--- src/rtl/ddr_a2m_beatgen_pkg.sv ---
// Shared AXI codes, FSM states and helpers for the MBA-to-AXI beat generator.
// The WRAP helper is used only when DDR_A2M_BEATGEN_WRAP_EN is defined.
package ddr_a2m_beatgen_pkg;

  localparam logic [2:0] P_ASIZE_1  = 3'd0;
  localparam logic [2:0] P_ASIZE_2  = 3'd1;
  localparam logic [2:0] P_ASIZE_4  = 3'd2;
  localparam logic [2:0] P_ASIZE_8  = 3'd3;
  localparam logic [2:0] P_ASIZE_16 = 3'd4;

  localparam logic [1:0] P_ABURST_FIXED = 2'd0;
  localparam logic [1:0] P_ABURST_INCR  = 2'd1;
  localparam logic [1:0] P_ABURST_WRAP  = 2'd2;

  localparam int P_WINDOW   = 4096;
  localparam int P_MAXBEATS = 256;

  typedef enum logic {
    S_IDLE  = 1'b0,
    S_BURST = 1'b1
  } state_t;

  // AXI only allows WRAP bursts of 2, 4, 8 or 16 beats
  function automatic logic wrap_beats_ok(input logic [12:0] beats);
    return (beats == 13'd2) || (beats == 13'd4) || (beats == 13'd8) || (beats == 13'd16);
  endfunction

endpackage

--- src/rtl/ddr_a2m_beat_addr.sv ---
// Combinational next-beat address for INCR and WRAP bursts.
// WRAP keeps the address inside the total-size aligned window.
module ddr_a2m_beat_addr
  import ddr_a2m_beatgen_pkg::*;
#(
  parameter int P_AW = 13
) (
  input  logic [P_AW-1:0] addr,
  input  logic [2:0]      size,
  input  logic [12:0]     total,
  input  logic [1:0]      burst,
  output logic [P_AW-1:0] next_addr
);

  logic [P_AW-1:0] step;
  logic [P_AW-1:0] incr;
  logic [P_AW-1:0] wmask;

  always_comb begin
    step  = P_AW'(1) << size;
    incr  = addr + step;
    wmask = P_AW'(total) - P_AW'(1);
    if (burst == P_ABURST_WRAP) begin
      next_addr = (addr & ~wmask) | (incr & wmask);
    end else begin
      next_addr = incr;
    end
  end

endmodule

--- src/rtl/ddr_a2m_beatgen.sv ---
// Regenerates the AXI beat sequence (index, address, LAST, AXLEN) from a byte total
// and AXSIZE. Define DDR_A2M_BEATGEN_WRAP_EN to add CMD_BURST and WRAP addressing.
module ddr_a2m_beatgen
  import ddr_a2m_beatgen_pkg::*;
#(
  parameter int P_AW    = 13,
  parameter int P_MAXSZ = 4
) (
  input  logic            ACLK,
  input  logic            ARST,
  input  logic            CMD_VALID,
  output logic            CMD_READY,
  input  logic [12:0]     CMD_TOTAL,
  input  logic [2:0]      CMD_SIZE,
  input  logic [P_AW-1:0] CMD_ADDR,
`ifdef DDR_A2M_BEATGEN_WRAP_EN
  input  logic [1:0]      CMD_BURST,
`endif
  output logic            BEAT_VALID,
  input  logic            BEAT_READY,
  output logic            BEAT_LAST,
  output logic [7:0]      BEAT_IDX,
  output logic [P_AW-1:0] BEAT_ADDR,
  output logic [7:0]      BEAT_LEN,
  output logic            CMD_ERR
);

  state_t          state_reg;
  logic            cmd_ready_reg;
  logic            beat_valid_reg;
  logic            cmd_err_reg;
  logic [7:0]      idx_reg;
  logic [7:0]      len_reg;
  logic [P_AW-1:0] addr_reg;
  logic [2:0]      size_reg;
  logic [12:0]     total_reg;
  logic [1:0]      burst_reg;

  logic [1:0]      burst_in;
  logic [12:0]     beats;
  logic [12:0]     low_mask;
  logic [P_AW-1:0] start_addr;
  logic            cmd_legal;
  logic [P_AW-1:0] addr_next;
  logic            beat_last;

  always_comb begin
`ifdef DDR_A2M_BEATGEN_WRAP_EN
    burst_in = CMD_BURST;
`else
    burst_in = P_ABURST_INCR;
`endif
    beats      = CMD_TOTAL >> CMD_SIZE;
    low_mask   = (13'd1 << CMD_SIZE) - 13'd1;
    start_addr = CMD_ADDR & ~((P_AW'(1) << CMD_SIZE) - P_AW'(1));
    cmd_legal  = (int'(CMD_SIZE) <= P_MAXSZ) && (CMD_TOTAL != 13'd0) &&
                 ((CMD_TOTAL & low_mask) == 13'd0) &&
                 (beats >= 13'd1) && (int'(beats) <= P_MAXBEATS);
`ifdef DDR_A2M_BEATGEN_WRAP_EN
    if (burst_in == P_ABURST_WRAP) begin
      cmd_legal = cmd_legal && wrap_beats_ok(beats);
    end else if (burst_in != P_ABURST_INCR) begin
      cmd_legal = 1'b0;
    end
`endif
  end

  ddr_a2m_beat_addr #(.P_AW(P_AW)) u_beat_addr (
    .addr      (addr_reg),
    .size      (size_reg),
    .total     (total_reg),
    .burst     (burst_reg),
    .next_addr (addr_next)
  );

  // Gated by VALID so the idle/reset state (IDX==LEN==0) never shows LAST
  assign beat_last = beat_valid_reg && (idx_reg == len_reg);

  always_ff @(posedge ACLK) begin
    if (ARST) begin
      state_reg      <= S_IDLE;
      cmd_ready_reg  <= 1'b1;
      beat_valid_reg <= 1'b0;
      cmd_err_reg    <= 1'b0;
      idx_reg        <= '0;
      len_reg        <= '0;
      addr_reg       <= '0;
      size_reg       <= '0;
      total_reg      <= '0;
      burst_reg      <= P_ABURST_INCR;
    end else begin
      cmd_err_reg <= 1'b0;
      case (state_reg)
        S_IDLE: begin
          if (CMD_VALID && cmd_ready_reg) begin
            if (cmd_legal) begin
              state_reg      <= S_BURST;
              cmd_ready_reg  <= 1'b0;
              beat_valid_reg <= 1'b1;
              idx_reg        <= '0;
              len_reg        <= 8'(beats - 13'd1);
              addr_reg       <= start_addr;
              size_reg       <= CMD_SIZE;
              total_reg      <= CMD_TOTAL;
              burst_reg      <= burst_in;
            end else begin
              cmd_err_reg <= 1'b1;
            end
          end
        end
        S_BURST: begin
          if (BEAT_READY) begin
            if (beat_last) begin
              state_reg      <= S_IDLE;
              cmd_ready_reg  <= 1'b1;
              beat_valid_reg <= 1'b0;
            end else begin
              idx_reg  <= idx_reg + 8'd1;
              addr_reg <= addr_next;
            end
          end
        end
        default: begin
          state_reg      <= S_IDLE;
          cmd_ready_reg  <= 1'b1;
          beat_valid_reg <= 1'b0;
        end
      endcase
    end
  end

  assign CMD_READY  = cmd_ready_reg;
  assign BEAT_VALID = beat_valid_reg;
  assign BEAT_LAST  = beat_last;
  assign BEAT_IDX   = idx_reg;
  assign BEAT_ADDR  = addr_reg;
  assign BEAT_LEN   = len_reg;
  assign CMD_ERR    = cmd_err_reg;

endmodule

--- config.mk ---
export PLATFORM = sky130hd
export DESIGN_NAME = ddr_a2m_beatgen
export DESIGN_NICKNAME = d
export VERILOG_FILES = /design/src/rtl/ddr_a2m_beatgen_pkg.sv /design/src/rtl/ddr_a2m_beat_addr.sv /design/src/rtl/ddr_a2m_beatgen.sv
export SDC_FILE = /design/constraint.sdc
export NUM_CORES = 1
export LEC_CHECK = 0
export ABC_CLOCK_PERIOD_IN_PS = 4000
export BUFFER_PORTS_ARGS = -buffer_cell sky130_fd_sc_hd__buf_2
export CAP_MARGIN = 20
export CORE_MARGIN = 5
export CORE_UTILIZATION = 30
export CTS_CLUSTER_SIZE = 16
export DETAILED_ROUTE_END_ITERATION = 8
export SYNTH_ARGS = -nofsm -noshare
export SYNTH_HDL_FRONTEND = slang
export SYNTH_SLANG_ARGS = --single-unit
--- constraint.sdc ---
create_clock -name ACLK -period 4 [get_ports ACLK]
set_clock_uncertainty 0.1 [all_clocks]
set_input_delay 0 -clock ACLK [delete_from_list [all_inputs] [get_ports ACLK]]
set_output_delay 0 -clock ACLK [all_outputs]
set_load 0.005 [all_outputs]
==> reports/metrics.json <==
{
  "finalMaxSlewViolations": 0,
  "synth.cell_area_mm2": 0.00314,
  "tritoncts_num_sinks": 36,
  "grt_antenna_before_repair": 0,
  "post-route-drc-count": 0,
  "floorplan.die_area_mm2": 0.0126,
  "ys.warnings.count": 0,
  "layout_min_cycle_time_ns": 3.07,
  "tns_ns": 0,
  "totalWireLength_um": 9000,
  "critPathLaunchType": "input port",
  "globalplace.congestion": 0.914,
  "via_per_instance_ratio": 5.32,
  "syn_inst": 382,
  "final_common_cell": "buf_2",
  "layout_worst_path_cycle_share": 0.768,
  "clock_tree.htree_level_count": 2,
  "arrival_ns": 3.13,
  "largest_register_ffs": 13,
  "holdBufCountCts": 9,
  "min-delay-path-class": "in2reg",
  "fin_total_pwr_mw": 0.884,
  "grt_overflow": 0,
  "path_clk_slew_ns": 0.08,
  "status": "finished clean",
  "flow.area_growth_from_synthesis_pct": 18.8,
  "end_kind": "flip-flop",
  "grt_setup_unrepaired": "false",
  "clock-root-buffer": "clkbuf_8",
  "ys_ff_latch": 36,
  "cellPowerDensity_mw_per_mm2": 237,
  "antenna_cells_inserted": 0,
  "cts.repair.resized": 0,
  "worstSkewPairLatency_ns": 0.29,
  "cts_tree": "done",
  "final-setup-viol-count": 0,
  "chipHeight_um": 112,
  "avgSynthCellArea_um2": 8.21,
  "max-clock-path-buffers": 2,
  "layout.cells.most_common_list": "buf_2 (65), dfxtp_1 (36), nor2_1 (36)",
  "fp.dieW_um": 112,
  "ys.flop_type": "dfxtp_1",
  "path_class": "in2reg",
  "timing.critical_path.slowest_stage_cell": "and4bb_2",
  "drive_above_1_share": 0.254,
  "proportion_of_synthesized_chip_area_in_sequential_cells": 0.230,
  "synth_enable_flop_cells": 0,
  "fin_nets": 486,
  "grt_first_pass_wirelength_um": 15000,
  "slew_headroom": 0.471,
  "detailedRoute.firstPassIterationCount": 5,
  "post_drt_wl_per_cell_um": 15.6,
  "final_hpwl_from_detailed_placement_um": 6830,
  "slowest_delay_ns": 0.65,
  "timing.critical_path.fanout_max": 24,
  "timing.critical_path.cells": "buf_2, mux4_2, o21ai_0, ha_1, nand4_1, o21ai_1, and4bb_2, buf_12, mux2i_1, nor2_1",
  "max_clock_freq_mhz": 326,
  "ys_async_rst_share": 0,
  "num_vias": 3068,
  "grt_max_degree": 36,
  "place.detailed.instances": 560,
  "synth_nets": 428,
  "finish.cell_count_without_fillers": 577,
  "leakagePower_nw": 1.56,
  "globalRouteTotalUtil": 0.141,
  "io-pin-count": 66,
  "cts_setup_buffers": 0,
  "initial_standard_cell_utilization_of_the_core": 0.305,
  "initialDrtViolationCount": 200,
  "vdd_ir_drop_max_uv": 108,
  "io_buffer_count": 65,
  "timing.max_cap.violations": 0,
  "floorplan.rows": 37,
  "hold_viol": 0,
  "synth.lib_cells_used.distinct": 64,
  "detail-route-antenna-nets": 0,
  "max_slew.worst_pin.slew_ns": 0.794,
  "floorplan.core_area_mm2": 0.0103,
  "critical_path_required_ns": 4.06,
  "grt_pass1_vias": 2993,
  "cts_buffers": 5
}
-- synth_stat cells (all sizes together), types with 3 or more instances --
| master | n | area share |
|---|---|---|
| and3 | 7 | 0.014 |
| a211oi | 11 | 0.037 |
| buf | 14 | 0.033 |
| mux4 | 3 | 0.022 |
| xnor2 | 19 | 0.053 |
| xor2 | 10 | 0.028 |
| dfxtp | 36 | 0.23 |
| nand3 | 12 | 0.023 |
| nand2 | 31 | 0.037 |
| clkbuf | 14 | 0.017 |
| a31oi | 4 | 0.0080 |
| or2 | 3 | 0.0060 |
| mux2 | 6 | 0.022 |
| nor2 | 36 | 0.043 |
| nor4 | 4 | 0.015 |
| o22ai | 3 | 0.0060 |
| o21a | 4 | 0.0096 |
| nor3 | 22 | 0.045 |
| a21o | 3 | 0.0072 |
| nor3b | 4 | 0.0096 |
| nand4 | 7 | 0.014 |
| nand2b | 5 | 0.012 |
| o31ai | 3 | 0.0072 |
| ha | 12 | 0.048 |
| inv | 14 | 0.017 |
| mux2i | 24 | 0.077 |
| a21oi | 23 | 0.039 |
| o21ai | 13 | 0.021 |
| and2 | 3 | 0.0060 |
-- path summary, 6_finish.rpt --
check | endpoint | cells after the start | slack (ns) | start
setup / recovery | BEAT_LEN[4]$_SDFFE_PP0P_ | 10 | 0.93 | CMD_SIZE[0]
hold / removal | BEAT_ADDR[3]$_SDFFE_PP0P_ | 3 | 0.02 | CMD_ADDR[3]
setup reg to reg | BEAT_ADDR[9]$_SDFFE_PP0P_ | 12 | 0.98 | size_reg[2]$_SDFFE_PP0P_
hold reg to reg | BEAT_LEN[7]$_SDFFE_PP0P_ | 2 | 0.44 | BEAT_LEN[7]$_SDFFE_PP0P_
-- layout make-up --
| cell class | instances | area (um2) |
|---|---|---|
| Clock inverter | 3 | 42.5 |
| Timing Repair Buffer | 79 | 465 |
| Tap cell | 136 | 170 |
| Sequential cell | 36 | 721 |
| Clock buffer | 5 | 68.8 |
| Inverter | 14 | 52.6 |
| Multi-Input combinational cell | 304 | 2210 |
| Fill cell | 1115 | 6550 |
-- worst max-delay path: cells and delay by family --
kind | cells | cell delay, ns
and+or+nand+nor | 3 | 0.84
muxes | 2 | 0.79
AOI/OAI and AO/OA | 2 | 0.53
adders and majority gates | 1 | 0.27
buffers and inverters | 2 | 0.67
-- layer usage --
layer | up-vias | global-route usage | share of wire
li1 | 1496 | - | -
met1 | 1441 | 0.194 | 0.46
met2 | 116 | 0.226 | 0.46
met3 | 15 | 0.0194 | 0.058
met4 | 0 | 0.0505 | 0.024
met5 | - | 0 | 0
-- cell families after synthesis --
kind of cell,synth area share
fa+ha+maj,0.0542
simple gates,0.243
flops,0.230
compound gates,0.206
mux,0.120
buf+inv,0.0666
xor+xnor,0.0810
-- metrics by stage --
| stage | hold slack (ns) | area (um2) | worst slack [ns] | utilization |
|---|---|---|---|---|
| floorplan | 0.0650 | 3140 | 1.18 | - |
| finish | 0.0166 | 3730 | 0.929 | 0.363 |
| CTS | 0.00868 | 3730 | 0.920 | 0.363 |
| global placement | 0.196 | 3530 | 0.725 | 0.343 |
| global route | 0.0284 | 3730 | 0.666 | 0.363 |
| detailed placement | 0.190 | 3530 | 0.599 | 0.343 |
-- power breakdown --
group | internal [mW] | leakage (nW) | total, mW | switching (mW)
clock | 0.185 | 0.0541 | 0.327 | 0.143
sequential | 0.361 | 0.290 | 0.365 | 0.00347
combinational | 0.0801 | 1.21 | 0.192 | 0.112
total | 0.626 | 1.56 | 0.884 | 0.258
(Power assumes the default switching activity.)
